==> src/rtl/fifo_param.sv <==
// ---------------------------------------------------------------------------
// fifo_param
// Parametrised synchronous FIFO with programmable almost-full/almost-empty
// thresholds, an occupancy count, overflow/underflow error pulses and a
// synchronous flush.
//
// Ports:
//   i_clk           clock, rising edge
//   i_rst           asynchronous active-high reset
//   i_flush         synchronous clear of pointers and count
//   i_wr_cs/i_wr_en write request when both high
//   i_data_in       write data
//   i_rd_cs/i_rd_en read request when both high
//   o_data_out      registered read data, holds between accepted reads
//   o_full/o_empty  count == DEPTH / count == 0
//   o_almost_full   count >= AF_THRESH
//   o_almost_empty  count <= AE_THRESH
//   o_count         occupancy 0..DEPTH
//   o_overflow      one-cycle pulse after a rejected write request
//   o_underflow     one-cycle pulse after a rejected read request
// ---------------------------------------------------------------------------
module fifo_param #(
   parameter int DATA_WIDTH = 8,
   parameter int DEPTH      = 16,
   parameter int AF_THRESH  = DEPTH - 2,
   parameter int AE_THRESH  = 2,
   localparam int AW        = $clog2(DEPTH),
   localparam int CW        = $clog2(DEPTH) + 1
) (
   input  logic                  i_clk,
   input  logic                  i_rst,
   input  logic                  i_flush,
   input  logic                  i_wr_cs,
   input  logic                  i_wr_en,
   input  logic [DATA_WIDTH-1:0] i_data_in,
   input  logic                  i_rd_cs,
   input  logic                  i_rd_en,
   output logic [DATA_WIDTH-1:0] o_data_out,
   output logic                  o_full,
   output logic                  o_empty,
   output logic                  o_almost_full,
   output logic                  o_almost_empty,
   output logic [CW-1:0]         o_count,
   output logic                  o_overflow,
   output logic                  o_underflow
);

   localparam logic [CW-1:0] FULL_C = CW'(DEPTH);
   localparam logic [CW-1:0] AF_C   = CW'(AF_THRESH);
   localparam logic [CW-1:0] AE_C   = CW'(AE_THRESH);

   logic [DATA_WIDTH-1:0] mem [DEPTH];
   logic [AW-1:0]         wr_ptr;
   logic [AW-1:0]         rd_ptr;
   logic [CW-1:0]         count;
   logic [DATA_WIDTH-1:0] data_out;
   logic                  overflow;
   logic                  underflow;

   logic wr_req;
   logic rd_req;
   logic wr_acc;
   logic rd_acc;

   // Flags come straight from the count register, so they change on the
   // same edge as the count and have no path from the inputs.
   assign o_full         = (count == FULL_C);
   assign o_empty        = (count == '0);
   assign o_almost_full  = (count >= AF_C);
   assign o_almost_empty = (count <= AE_C);
   assign o_count        = count;
   assign o_data_out     = data_out;
   assign o_overflow     = overflow;
   assign o_underflow    = underflow;

   assign wr_req = i_wr_cs && i_wr_en;
   assign rd_req = i_rd_cs && i_rd_en;
   // Acceptance looks only at the start-of-cycle flags: a full FIFO refuses
   // a write even if a read frees a slot this cycle, and an empty FIFO never
   // lets a same-cycle write fall through to the read port.
   assign wr_acc = wr_req && !o_full  && !i_flush;
   assign rd_acc = rd_req && !o_empty && !i_flush;

   // Storage has no reset; a reset or flush discards contents logically
   // through the pointers and count.
   always_ff @(posedge i_clk) begin
      if (wr_acc) begin
         mem[wr_ptr] <= i_data_in;
      end
   end

   always_ff @(posedge i_clk or posedge i_rst) begin
      if (i_rst) begin
         wr_ptr    <= '0;
         rd_ptr    <= '0;
         count     <= '0;
         data_out  <= '0;
         overflow  <= 1'b0;
         underflow <= 1'b0;
      end else begin
         // A flush suppresses both acceptance and the error pulses.
         overflow  <= wr_req && o_full  && !i_flush;
         underflow <= rd_req && o_empty && !i_flush;
         if (i_flush) begin
            wr_ptr <= '0;
            rd_ptr <= '0;
            count  <= '0;
         end else begin
            // DEPTH is a power of two, so the pointers wrap on their own.
            if (wr_acc) begin
               wr_ptr <= wr_ptr + 1'b1;
            end
            if (rd_acc) begin
               rd_ptr   <= rd_ptr + 1'b1;
               data_out <= mem[rd_ptr];
            end
            case ({wr_acc, rd_acc})
               2'b10:   count <= count + 1'b1;
               2'b01:   count <= count - 1'b1;
               default: count <= count;
            endcase
         end
      end
   end

endmodule

==> config.mk <==
export PLATFORM = sky130hd
export DESIGN_NAME = fifo_param
export DESIGN_NICKNAME = d
export VERILOG_FILES = /design/src/rtl/fifo_param.sv
export SDC_FILE = /design/constraint.sdc
export NUM_CORES = 1
export LEC_CHECK = 0
export CAP_MARGIN = 20
export CORE_ASPECT_RATIO = 0.8
export CORE_MARGIN = 3
export CORE_UTILIZATION = 40
export CTS_CLUSTER_DIAMETER = 200
export DETAILED_ROUTE_END_ITERATION = 10
export SLEW_MARGIN = 20
export SYNTH_ARGS = -nofsm -noshare
export SYNTH_HDL_FRONTEND = slang
export SYNTH_SLANG_ARGS = --single-unit
==> constraint.sdc <==
create_clock -name i_clk -period 6 [get_ports i_clk]
set_clock_uncertainty 0.05 [all_clocks]
set_input_delay 0.9 -clock i_clk [delete_from_list [all_inputs] [get_ports i_clk]]
set_output_delay 0.9 -clock i_clk [all_outputs]
set_load 0.02 [all_outputs]
* Word level (Yosys, flattened, before mapping) *
Memory sizes are Yosys's and may differ from the RTL's. A register that Yosys moved wholly into a read port is not among the register bits.
Cells that the tools add are included.

word-level totals
  word-level logic and storage cells = 42
  bits in registers = 15
  memory bits (writable) = 128
  memories kept = 1

memory list
  memory  words  width  rd ports  clocked after Yosys merged registers in  write ports  line  source
  mem     16     8      1         1                                        1            52    logic [DATA_WIDTH-1:0] mem [DEPTH];

operators by class
  order comparisons = 2
  add/sub/neg operators = 4
  bitwise logic cells = 1
  muxes and demuxes = 8
  reduce and logical (&&, ||, !) cells = 18
  equality and inequality tests = 3

operators with widths
  cell                 number
  $mux 4               4
  $logic_and 1x1->1    10
  $pmux 5 s2           1
  $add 4x1->4 const B  2
  $add 5x1->5 const B  1
  $eq 5x5->1 const B   1
  $ge 5x4->1 const B   1
  $le 5x2->1 const B   1
  $logic_not 5->1      1
  $mux 5               1
  $sub 5x1->5 const B  1
  $reduce_bool 2->1    2
  $logic_not 1->1      3
  $reduce_bool 3->1    1
  $eq 2x1->1 const B   1
  $eq 2x2->1 const B   1
  $mux 1               2
  $reduce_and 2->1     1
  $not 1->1            1

* Depth between registers and ports, before layout *
  depth in word-level cells = 7
  mapped depth = 10

* Least setup slack after synthesis *
Ideal clock, no wire load.

  path type = input to register
  start point = in i_flush
  end point = reg count[2] (netlist: o_count[2])
  path buffers = 0
  arrival time = 2769 ps
  setup slack = 3054 ps
  required time = 5822 ps
  cell stages on the path = 8
  cells stage by stage = nand3b_1 a21o_1 nor2_1 xnor2_1 ha_1 or4_1 a21oi_1 mux2_1

between the ends
  word-level cells in the longest chain between the ends = 5

ends and longest elaborated chain
  item                                         line    source
  start: declaration                           32      input logic i_flush,
  $logic_not 1->1                              81, 82
  $logic_and 1x1->1, on equally long branches  82, 81
  $eq 2x1->1 or $eq 2x2->1 (tied branches)     117     case ({wr_acc, rd_acc})
  $pmux 5 s2                                   117
  $mux 5                                       104     if (i_flush) begin
  end signal: assignment                       118     2'b10: count <= count + 1'b1;
  end signal: assignment                       119     2'b01: count <= count - 1'b1;
  end signal: assignment                       120     default: count <= count;
  end: declaration                             55      logic [CW-1:0] count;

Parallel ways exist; a longest one is shown, timed or not.
A chain may end at the register's enable or synchronous reset.

* Worst setup path in the final report *
Ends and elaborated chain as after synthesis.

==> results.yml <==
synth:
  ys.flop_type: "edfxtp_1"
  synthDistinctLibCells: 43
  synth_area_leaders: "edfxtp_1 62%, mux4_2 12%, dfrtp_1 9.3%, mux2i_1 2.9%, nor2_1 1.8%"
  ys_seq_area_share_pct: 71.1
  ys_async_sr_fraction_pct: 15.2
  ys_seq_elements: 151
  yosys_warnings: 0
  synth_edf_count: 128
  netlist_area_sq_mm: 0.00622
  synth_top_area_cell: "edfxtp_1"
  avgSynthCellArea_sq_um: 17.9
  synthCells: 348
  synth_fp_nets: 370
  synth_top_area_share_pct: 61.8
timing:
  drv_slew: 0
  fmax_ghz: 0.271
  period_share_pct: 61.6
  fin_setup_tns_ns: 0
  slew_headroom_pct: 25.0
  max_slew.worst_pin.slew_ns: 1.13
  rsz0062_at_grt: "no"
  hold_violations: 0
  setup_viol: 0
  min_period_ns: 3.69
final_layout:
  multi_input_area_sq_mm: 0.00172
  fillers: 1290
  fin_area_sq_mm: 0.00741
  nets: 411
  antenna_cells: 0
  area_delta_synth_final_pct: 19.2
  ff_latch_area_sq_mm: 0.00442
  drive_above_1_share_pct: 20.6
clock_network:
  ctsLongestPathBuffers: 2
  clk_pin_slew_ns: 0.06
  cts_buffers: 17
  cts.sinks: 151
  htreeDepth: 4
  root_buffer: "clkbuf_16"
  clock_latency_ns: 0.42
  cts_tree: "done"
  post_cts_resized: 0
  cts-hold-fix-buffers: 0
  post_cts_buffers: 0
power_and_ir_drop:
  power_density_mw_per_mm2: 361
  p_leak_nw: 2.38
  ir_drop_v: 0.000371
setup_path:
  endpoint_kind: "register"
  cp.required_ns: 6.25
  timing.rr.start: "o_count[1]"
  crit_type: "input port to register"
  ff2ff_path_depth: 8
  rrSetupSlack_ns: 3.03
  critPathArrivalTime_ns: 3.94
  cp_max_fo: 20
  start_kind: "input port"
  rr_endpoint: "o_count[2]"
floorplanning:
  ioPinCount: 34
  die_h_um: 118
  die_w_um: 145
  initial_utilization_pct: 41.2
  fp.dieArea_sq_mm: 0.0171
  fp.coreArea_sq_mm: 0.0151
  core.rowCount: 40
placed_design:
  globalplace.congestion: 0.790
  dpl.hpwl_um: 8100
  port_buffers: 33
  place_area_sq_mm: 0.00682
drt:
  antenna_left: 0
  first_pass_iters: 5
  wirelength_um: 12700
  vias: 3182
  post_drt_wl_per_cell_um: 20.7
  post-route-drc-count: 0
  drt-initial-drc-count: 271
  viasPerCell: 5.20
global_routing:
  grt.met1_usage_pct: 22.1
  grt_overflow: 0
  grt_pass1_wl_um: 19800
  grt_max_degree: 35
  antenna_found_initial: 0
  grt_pass1_vias: 3316
  use_met2_pct: 24.2
  busiest_layer: "met2"
  grt_use_total_pct: 15.7
  met3_usage_pct: 3.89
min_path:
  holdPathEnd: "o_data_out[6]"
  hold_path_depth: 2
  min_path_type: "register to register"
  hp-start: "o_data_out[6]"
job:
  maxCapViolCount: 0
status:
  outcome: "finished clean"
[through the flow]
stage          instances  hold slack (ns)  worst slack, ns  util [%]  total power, W
6_report             612            0.535             2.31      49.0         0.00267
3_5_place_dp         580            0.512             1.86      45.1         0.00165
2_1_floorplan        348            0.500             3.05         -         0.00148
5_1_grt              612            0.573             2.02      49.0         0.00278
3_3_place_gp         580            0.523             1.96      45.1         0.00164
4_1_cts              612            0.529             2.30      49.0         0.00270
[state kept, by name, indices dropped and copies added (netlist names)]
register and count:
o_underflow 1, o_count 5, mem 128, rd_ptr 4
wr_ptr 4, o_overflow 1, o_data_out 8
[cells in the mapped netlist (2+ instances only)]
master and instances:
edfxtp_1 128, mux4_2 32, nor2_1 29, dfrtp_1 23, mux2i_1 18, clkbuf_1 12, a221oi_1 9, inv_1 9
nand2_1 8, ha_1 7, nor3_1 7, nor4_1 6, a21oi_1 5, and2_1 5, buf_2 5, nor2b_1 4
xnor2_1 4, xor2_1 4, nand3_1 3, nand4_1 3, o21ai_0 3, nor3_2 2, or4_1 2
[worst max-delay path by stage]
stage,from,to,slack (ns)
2_1_floorplan,i_flush,o_count[2],3.05
3_3_place_gp,i_flush,o_count[2],1.96
3_5_place_dp,i_flush,o_count[2],1.86
4_1_cts,i_flush,o_count[2],2.30
5_1_grt,i_flush,o_count[2],2.02
6_report,i_flush,o_count[2],2.31
[critical path, cell delays in order]
cell,delay (ns)
clkdlybuf4s50_1,0.77
nand3b_1,0.40
a21o_1,0.23
nor2_1,0.29
xnor2_1,0.12
ha_1,0.23
or4_1,0.51
a21oi_1,0.15
mux2_1,0.33
[report_power, final]
part | internal [W] | leakage [nW] | switching, W
Clock | 0.000646 | 0.279 | 0.000408
Combinational | 0.000191 | 0.654 | 0.000195
Sequential | 0.00118 | 1.45 | 0.0000514
Total | 0.00202 | 2.38 | 0.000655
[logic make-up after synthesis]
logic type	synth area share, %
mux	14.8
compound gates	3.58
fa+ha+maj	1.41
buf+inv	1.91
xor+xnor	1.13
flops	71.1
simple gates	6.08
[layout make-up]
cell class                 count  area share [%]
sequential                   151            59.6
multi-input combinational    169            23.2
clock buffer                  17            5.74
timing repair buffer          41            5.27
tap                          210            3.55
clock inverter                15            2.18
inverter                       9           0.456
[cells in the final DEF, fill, tap and decap left out, drive strengths merged, types with 2 or more instances in the layout]
| cell type | synthesis | layout |
|---|---|---|
| xnor2 | 4 | 4 |
| and2 | 6 | 6 |
| nor2b | 4 | 4 |
| mux4 | 32 | 32 |
| bufinv | 0 | 3 |
| clkinvlp | 0 | 4 |
| xor2 | 4 | 4 |
| nand2 | 8 | 8 |
| nand3 | 3 | 3 |
| nor2 | 29 | 29 |
| a21oi | 5 | 5 |
| nand4 | 3 | 3 |
| clkinv | 0 | 8 |
| nor3 | 9 | 9 |
| mux2 | 2 | 2 |
| o21ai | 4 | 4 |
| mux2i | 18 | 18 |
| inv | 9 | 9 |
| buf | 7 | 8 |
| or4 | 2 | 2 |
| dfrtp | 23 | 23 |
| edfxtp | 128 | 128 |
| ha | 7 | 7 |
| nor4 | 6 | 6 |
| clkbuf | 12 | 17 |
| a221oi | 9 | 9 |
| clkdlybuf4s50 | 0 | 33 |
[metal layers]
layer / part of all wire [%] / wire length, um / vias to the layer above
met3: 5.7 / 729 / 11
li1: - / - / 1463
met2: 49 / 6210 / 71
met1: 44 / 5620 / 1637
met5: 0 / 0 / -
met4: 0.95 / 120 / 0
Note: power is estimated with default switching activity, not from simulation.
